## config.mk

```make
export PLATFORM = sky130hd
export DESIGN_NAME = ipgu_window_fetch
export DESIGN_NICKNAME = d
export VERILOG_FILES = /design/src/rtl/ipgu_window_fetch.sv
export SDC_FILE = /design/constraint.sdc
export NUM_CORES = 2
export LEC_CHECK = 0
export BUFFER_PORTS_ARGS = -buffer_cell sky130_fd_sc_hd__buf_4
export CAP_MARGIN = 25
export CORE_UTILIZATION = 45
export CTS_CLUSTER_SIZE = 12
export DETAILED_ROUTE_END_ITERATION = 8
export SYNTH_ARGS = -nofsm -noshare
export SYNTH_HDL_FRONTEND = slang
export SYNTH_SLANG_ARGS = --single-unit
```

## constraint.sdc

```tcl
create_clock -name clk -period 11.8 [get_ports clk]
set_clock_uncertainty 0.1 [all_clocks]
set_input_delay 0.59 -clock clk [delete_from_list [all_inputs] [get_ports clk]]
set_output_delay 0.59 -clock clk [all_outputs]
set_load 0.01 [all_outputs]
```

## src/rtl/ipgu_window_fetch.sv

```systemverilog
// ipgu_window_fetch
// Fetches one WIN x WIN pixel window at a time from image RAM into a single
// window buffer, then streams that window out row by row. A pass over an
// image of N 20-pixel units covers (2N-1)^2 overlapping windows (stride 10).
// Fetch and send never overlap: the buffer is refilled only after the last
// row of the previous window has been accepted.
//
// Ports
//   clk, rst    : clock, synchronous active-high reset
//   start       : one-cycle pulse, begins a pass (honoured only when idle)
//   numWindows  : image size in 20-pixel units, latched on accepted start
//   ramData     : pixel read data, valid RD_LAT cycles after its incX
//   incX        : advance pixel address (one per fetched pixel)
//   windowDone  : coincides with the final incX of each window
//   busy        : high from accepted start until done
//   rowValid/rowReady/rowData/rowIdx : row stream, column 0 in the low bits
//   lastWindow  : high while the final window of the pass is being sent
//   done        : one-cycle pulse at the end of the pass
module ipgu_window_fetch #(
  parameter int PIX_W  = 8,
  parameter int WIN    = 20,
  parameter int RD_LAT = 2
) (
  input  logic                 clk,
  input  logic                 rst,
  input  logic                 start,
  input  logic [3:0]           numWindows,
  input  logic [PIX_W-1:0]     ramData,
  output logic                 incX,
  output logic                 windowDone,
  output logic                 busy,
  output logic                 rowValid,
  input  logic                 rowReady,
  output logic [WIN*PIX_W-1:0] rowData,
  output logic [4:0]           rowIdx,
  output logic                 lastWindow,
  output logic                 done
);

  localparam logic [8:0] LAST_PIX = 9'(WIN*WIN-1);
  localparam logic [4:0] LAST_POS = 5'(WIN-1);

  typedef enum logic [1:0] {IDLE, FETCH, DRAIN, SEND} state_t;

  state_t state, state_nxt;

  logic [3:0]          n_lat;
  logic [4:0]          odd;
  logic [9:0]          win_total;
  logic [9:0]          last_win;
  logic [9:0]          win_cnt;
  logic [8:0]          issue_cnt;
  logic [RD_LAT-1:0]   inc_pipe;
  logic [4:0]          cap_row;
  logic [4:0]          cap_col;
  logic [4:0]          row_idx;
  logic                busy_q;
  logic                done_q;

  logic                capture;
  logic                cap_last;
  logic                fetch_last;
  logic                row_acc;
  logic                row_last_acc;
  logic                is_last_win;

  logic [WIN*PIX_W-1:0] rows [WIN];

  // Windows per pass: (2N-1)^2, N <= 15 so the result fits 10 bits.
  assign odd       = {n_lat, 1'b0} - 5'd1;
  assign win_total = {5'd0, odd} * {5'd0, odd};
  assign last_win  = win_total - 10'd1;

  // The oldest stage of the incX delay line marks a cycle whose ramData
  // belongs to a fetched pixel.
  assign capture      = inc_pipe[RD_LAT-1];
  assign cap_last     = capture && (cap_row == LAST_POS) && (cap_col == LAST_POS);
  assign fetch_last   = (state == FETCH) && (issue_cnt == LAST_PIX);
  assign row_acc      = (state == SEND) && rowReady;
  assign row_last_acc = row_acc && (row_idx == LAST_POS);
  assign is_last_win  = (win_cnt == last_win);

  // State register
  always_ff @(posedge clk) begin
    if (rst) begin
      state <= IDLE;
    end else begin
      state <= state_nxt;
    end
  end

  // Next-state logic
  always_comb begin
    state_nxt = state;
    unique case (state)
      IDLE:  if (start && (numWindows != 4'd0)) state_nxt = FETCH;
      FETCH: if (fetch_last) state_nxt = DRAIN;
      DRAIN: if (cap_last) state_nxt = SEND;
      SEND:  if (row_last_acc) state_nxt = is_last_win ? IDLE : FETCH;
      default: state_nxt = IDLE;
    endcase
  end

  // Output logic
  always_comb begin
    incX       = (state == FETCH);
    windowDone = fetch_last;
    rowValid   = (state == SEND);
    lastWindow = (state == SEND) && is_last_win;
    rowIdx     = row_idx;
    busy       = busy_q;
    done       = done_q;
    rowData    = '0;
    // Buffer contents are undefined after reset; expose them only in SEND.
    if (state == SEND) rowData = rows[row_idx];
  end

  // Counters, delay line and handshake flags
  always_ff @(posedge clk) begin
    if (rst) begin
      n_lat     <= '0;
      win_cnt   <= '0;
      issue_cnt <= '0;
      inc_pipe  <= '0;
      cap_row   <= '0;
      cap_col   <= '0;
      row_idx   <= '0;
      busy_q    <= 1'b0;
      done_q    <= 1'b0;
    end else begin
      done_q <= 1'b0;

      inc_pipe[0] <= (state == FETCH);
      for (int unsigned i = 1; i < RD_LAT; i++) begin
        inc_pipe[i] <= inc_pipe[i-1];
      end

      if (capture) begin
        if (cap_col == LAST_POS) begin
          cap_col <= '0;
          cap_row <= cap_last ? 5'd0 : cap_row + 5'd1;
        end else begin
          cap_col <= cap_col + 5'd1;
        end
      end

      unique case (state)
        IDLE: begin
          if (start) begin
            if (numWindows != 4'd0) begin
              n_lat     <= numWindows;
              busy_q    <= 1'b1;
              win_cnt   <= '0;
              issue_cnt <= '0;
              cap_row   <= '0;
              cap_col   <= '0;
              row_idx   <= '0;
            end else begin
              done_q <= 1'b1;
            end
          end
        end
        FETCH: begin
          issue_cnt <= fetch_last ? 9'd0 : issue_cnt + 9'd1;
        end
        DRAIN: ;
        SEND: begin
          if (row_acc) begin
            if (row_idx == LAST_POS) begin
              row_idx <= '0;
              if (is_last_win) begin
                busy_q <= 1'b0;
                done_q <= 1'b1;
              end else begin
                win_cnt <= win_cnt + 10'd1;
              end
            end else begin
              row_idx <= row_idx + 5'd1;
            end
          end
        end
        default: ;
      endcase
    end
  end

  // Window buffer: pixel k lands at row k/WIN, column k%WIN.
  always_ff @(posedge clk) begin
    if (capture) begin
      rows[cap_row][cap_col*PIX_W +: PIX_W] <= ramData;
    end
  end

endmodule
```

After elaboration in Yosys (flattened, before gate mapping)
Memories as Yosys holds them, arrays and structs flattened. A register that Yosys moved wholly into a read port is not among the register bits.
Cells that the tools add are included.
Widths: inputs -> output; s select.

word-level totals
  bits in registers = 44
  bits in writable memories = 3200
  bits of input ports = 16
  output and inout port bits = 171
  word-level logic and storage cells = 106
  memories = 1

operators by class
  add/subtract/negate cells = 8
  multiply operators = 1
  equal/unequal tests = 18
  shifts and indexed selects = 2
  muxes and demuxes = 49
  reduce and logical (&&, ||, !) cells = 17

memory list
  name  words  width  rd ports  clocked after Yosys merged registers in  write ports  RTL line  text
  rows  20     160    1         1                                        1            67        logic [WIN*PIX_W-1:0] rows [WIN];

operators by type and width
  operator                  count
  $mux 160                  2
  $shift 8x34->160 const A  1
  $shiftx 8x34->160         1
  $mux 5                    17
  $mux 10                   5
  $neg 8->34                1
  $mux 9                    3
  $pmux 10 s2               1
  $pmux 9 s2                1
  $add 5x1->5 const B       3
  $eq 5x5->1 const B        3
  $mux 1                    12
  $reduce_and 6->1          2
  $add 10x1->10 const B     1
  $eq 10x10->1              1
  $mul 5x5->10              1
  $ne 2x1->1 const B        5
  $ne 2x2->1 const B        5
  $pmux 5 s2                1
  $sub 10x1->10 const B     1
  $add 9x1->9 const B       1
  $eq 9x9->1 const B        1
  $mux 2                    4
  $pmux 2 s4                1
  other kinds (10)          21

Logic depth before layout (Yosys ltp)
  depth in word-level cells = 9
  gate-level depth with buffers = 21
  mapped depth without buffers = 19

Least setup slack after synthesis
Ideal clock, no wire load.

  path type = reg2out
  start point = register n_lat[0]
  end point = output port lastWindow
  arrival time = 4016 ps
  data required time = 11110 ps
  slack = 7094 ps
  stages on the path, launching flop included = 19
  buffers on the path = 2
  path through = dfxtp_1 -> inv_1 -> ha_1 -> xnor2_1 -> inv_1 -> ha_1 -> nand2_1 -> o21ai_0 -> o22ai_1 -> xnor2_1 -> fa_1 -> inv_1 -> ha_1 -> or4_1 -> o311ai_0 -> nor3_2 -> nor4b_2 -> buf_4 -> buf_6

between the ends
  cells in the longest elaborated chain, start to end = 5

RTL lines
  element                 RTL line  text
  from (decl)             47        logic [3:0] n_lat;
  from (signal assigned)  151       n_lat <= numWindows;
  $sub 5x1->5             70        assign odd = {n_lat, 1'b0} - 5'd1;
  $mul 5x5->10            71        assign win_total = {5'd0, odd} * {5'd0, odd};
  $sub 10x1->10           72        assign last_win = win_total - 10'd1;
  $eq 10x10->1            81        assign is_last_win = (win_cnt == last_win);
  $logic_and 1x1->1       109       lastWindow = (state == SEND) && is_last_win;
  to (decl)               36        output logic lastWindow,

Every way passes these cells.

Worst setup path after layout
Same ends and word-level chain as after synthesis.

==> flow_metrics.tcl <==
set metrics [dict create \
    status "complete, no violations" \
    route.detailed.drc 0 \
    hp-start "ramData[2]" \
    setup_viol 0 \
    whs_endpoint "rows[9][2]" \
    grt_pass1_wl_mm 440 \
    period_share 0.520 \
    layout_min_cycle_time_ns 6.13 \
    synth_mux_area_frac 0.179 \
    syn_to_final_growth_pct 13.2 \
    cts_buffer_depth 4 \
    finalPower_w 0.0246 \
    drt-pass1-iter-count 5 \
    synth_area_leaders "edfxtp_1 (75%), mux4_2 (17%), nor2_1 (1.7%)" \
    synth_warnings 0 \
    synth_top_area_frac 0.753 \
    h-tree-depth 5 \
    p_leak_nw 46.7 \
    maxCapViolations 0 \
    synth_top_family_by_area "multiplexers" \
    r2r-start "cap_col[0]" \
    hold_viol 0 \
    ys_ff_latch 3249 \
    clock_sinks 3249 \
    synth_compound_gate_area_share 0.00702 \
    clk_pin_slew_ns 0.06 \
    fin_cells 10300 \
    arrival_ns 5.44 \
    worstRegToRegCells 9 \
    clk_latency_ns 0.87 \
    setup_tns_ns 0 \
    syn_avg_cell_area_sq_um 21.5 \
    ir_worst_vdd_mv 0.178 \
    synth_edf_count 3200 \
    slew_viol_final 0 \
    min-delay-path-class "in2reg" \
    dr_total_vias 60100 \
    start_kind "register" \
    cp.required_ns 11.11 \
    drive_above_1_share 0.279 \
    fp.dieH_um 534 \
    synth_simple_gate_area_frac 0.0346 \
    tightest_slew_ns 1.07 \
    io_buffers 186 \
    fmax_ghz 0.163 \
    first_global_vias 61100 \
    rsz0062_at_grt "no" \
    setup_ws_ns 5.67 \
    drt_iter0_drc 6789 \
    synth_commonest_cells "edfxtp_1 (3200), mux4_2 (939), nor2_1 (586)" \
    synthArstFlopShare 0 \
    synth_cells 5921 \
    critPathMaxFanout 20 \
    die_w_um 534 \
    critPathKind "reg2out" \
    num-fill-cells 22100 \
    grt_use_total 0.214 \
    cts_tree "built" \
    avgViaCountPerCell 5.85 \
    ant_nets 0 \
    dp_slack_ns 6.59 \
    ys_types 62 \
    cts_setup_buffers 0 \
    antenna_found_initial 17 \
    clockRootBuffer "clkbuf_16" \
    layout.nets 6365 \
    routed_wl_mm 307 \
    hpwl_mm 185 \
    synthAdderAreaFrac 0.00361 \
    rrSetupSlack_ns 6.70 \
    wl_per_cell_um 29.9 \
    synth_most_common_cell "edfxtp_1" \
    grt_max_degree 123 \
    overflow 0 \
    crit_path_end_kind "primary output" \
    min_path_cells 2 \
    die-area_sq_um 286000 \
    start_util 0.452 \
    gp_congestion 0.781 \
    ios 187 \
    relSlewSlack 0.289 \
    whs_ns 0.402 \
    numCtsBuffers 341 \
    reg2reg_to "rows[19][43]" \
    synthXorXnorAreaFrac 0.00225 \
    power_density_nw_per_um2 170 \
    synth_nets 5972 \
    synth_ff_type "edfxtp_1" \
    cts-resized-gates 0 \
    yosysSeqAreaShare 0.761 \
    syn_area_sq_um 128000 \
    fp.coreArea_sq_um 282000 \
    dp_cells 9657 \
    yosysTopAreaCell "edfxtp_1" \
    rows 195 \
]
[kinds of logic after synthesis]
family          Yosys count
compound gates          131
xor+xnor                 31
fa+ha+maj                35
buf+inv                 401
flops                  3249
mux                    1103
simple gates            971
[worst max-delay path by stage]
stage / startpoint / slack, ns / to / depth (start not counted)
after global placement: n_lat[0] / 6.65 / lastWindow / 19
after global routing: n_lat[0] / 5.26 / lastWindow / 18
after floorplan: n_lat[0] / 7.09 / lastWindow / 18
final: n_lat[0] / 5.67 / lastWindow / 18
after CTS: n_lat[0] / 5.65 / lastWindow / 17
after detailed placement: n_lat[0] / 6.59 / lastWindow / 17
[worst max-delay path: stages (launching register included)]
cell      delay [ns]
dfxtp_1         0.47
inv_1           0.18
ha_1            0.27
xnor2_1         0.42
inv_1           0.17
ha_1            0.27
nand2_1         0.07
o21ai_0         0.08
o22ai_1         0.20
xnor2_1         0.12
fa_1            0.51
inv_1           0.04
ha_1            0.33
or4_1           0.52
o311ai_0        0.13
nor3_2          0.10
nor4b_2         0.28
buf_4           0.26
buf_4           0.15
[flip-flops by register name, indices dropped and copies added, names as in the netlist, named ones only]
name and count:
busy 1, cap_col 5, cap_row 5, done 1
inc_pipe 2, issue_cnt 9, n_lat 4, rowIdx 5
rows 3200, state 2, win_cnt 10
[report_power, final]
part	internal, W	leakage, nW	switching, W
sequential	0.0125	33.3	0.0000289
clock	0.00557	4.82	0.00421
combinational	0.000995	8.64	0.00121
total	0.0191	46.7	0.00545
[per-layer routing]
| metal | share of wire | vias up | global-route usage |
|---|---|---|---|
| li1 | - | 25200 | - |
| met1 | 0.42 | 32100 | 0.307 |
| met2 | 0.48 | 2444 | 0.338 |
| met3 | 0.085 | 385 | 0.0484 |
| met4 | 0.020 | 0 | 0.0500 |
| met5 | 0 | - | 0 |
[area by class of cell]
| type | count | area, sq um | area share |
|---|---|---|---|
| Antenna cell | 14 | 35.0 | 0.000243 |
| Clock buffer | 440 | 9100 | 0.0631 |
| Clock inverter | 107 | 769 | 0.00533 |
| Inverter | 35 | 131 | 0.000910 |
| Multi-Input combinational cell | 2271 | 29100 | 0.202 |
| Sequential cell | 3249 | 97100 | 0.672 |
| Tap cell | 3743 | 4680 | 0.0324 |
| Timing Repair Buffer | 416 | 3480 | 0.0241 |
[stage by stage]
stage	cell area [sq um]	utilization
after floorplan	128000	-
after global placement	134000	0.474
after detailed placement	134000	0.475
after CTS	144000	0.511
after global routing	144000	0.512
final	144000	0.512
[layout by cell type, fill, tap and decap left out, types with 39 or more instances in the layout]
master     instances
edfxtp_1        3200
mux4_2           939
nor2_1           576
buf_4            361
clkbuf_16        349
nor2b_1          192
mux2i_1          163
clkbuf_1          88
nand2_1           66
clkinv_1          53
dfxtp_1           44
a211oi_1          42
a21oi_1           39
[repair_timing]
item | 4_1_cts | 5_1_grt
hold buffers | 15 | 0
hold endpoints to repair | 17 | 0
endpoints found under the setup margin | 0 | 0
Note: power is estimated with default switching activity, not from simulation.
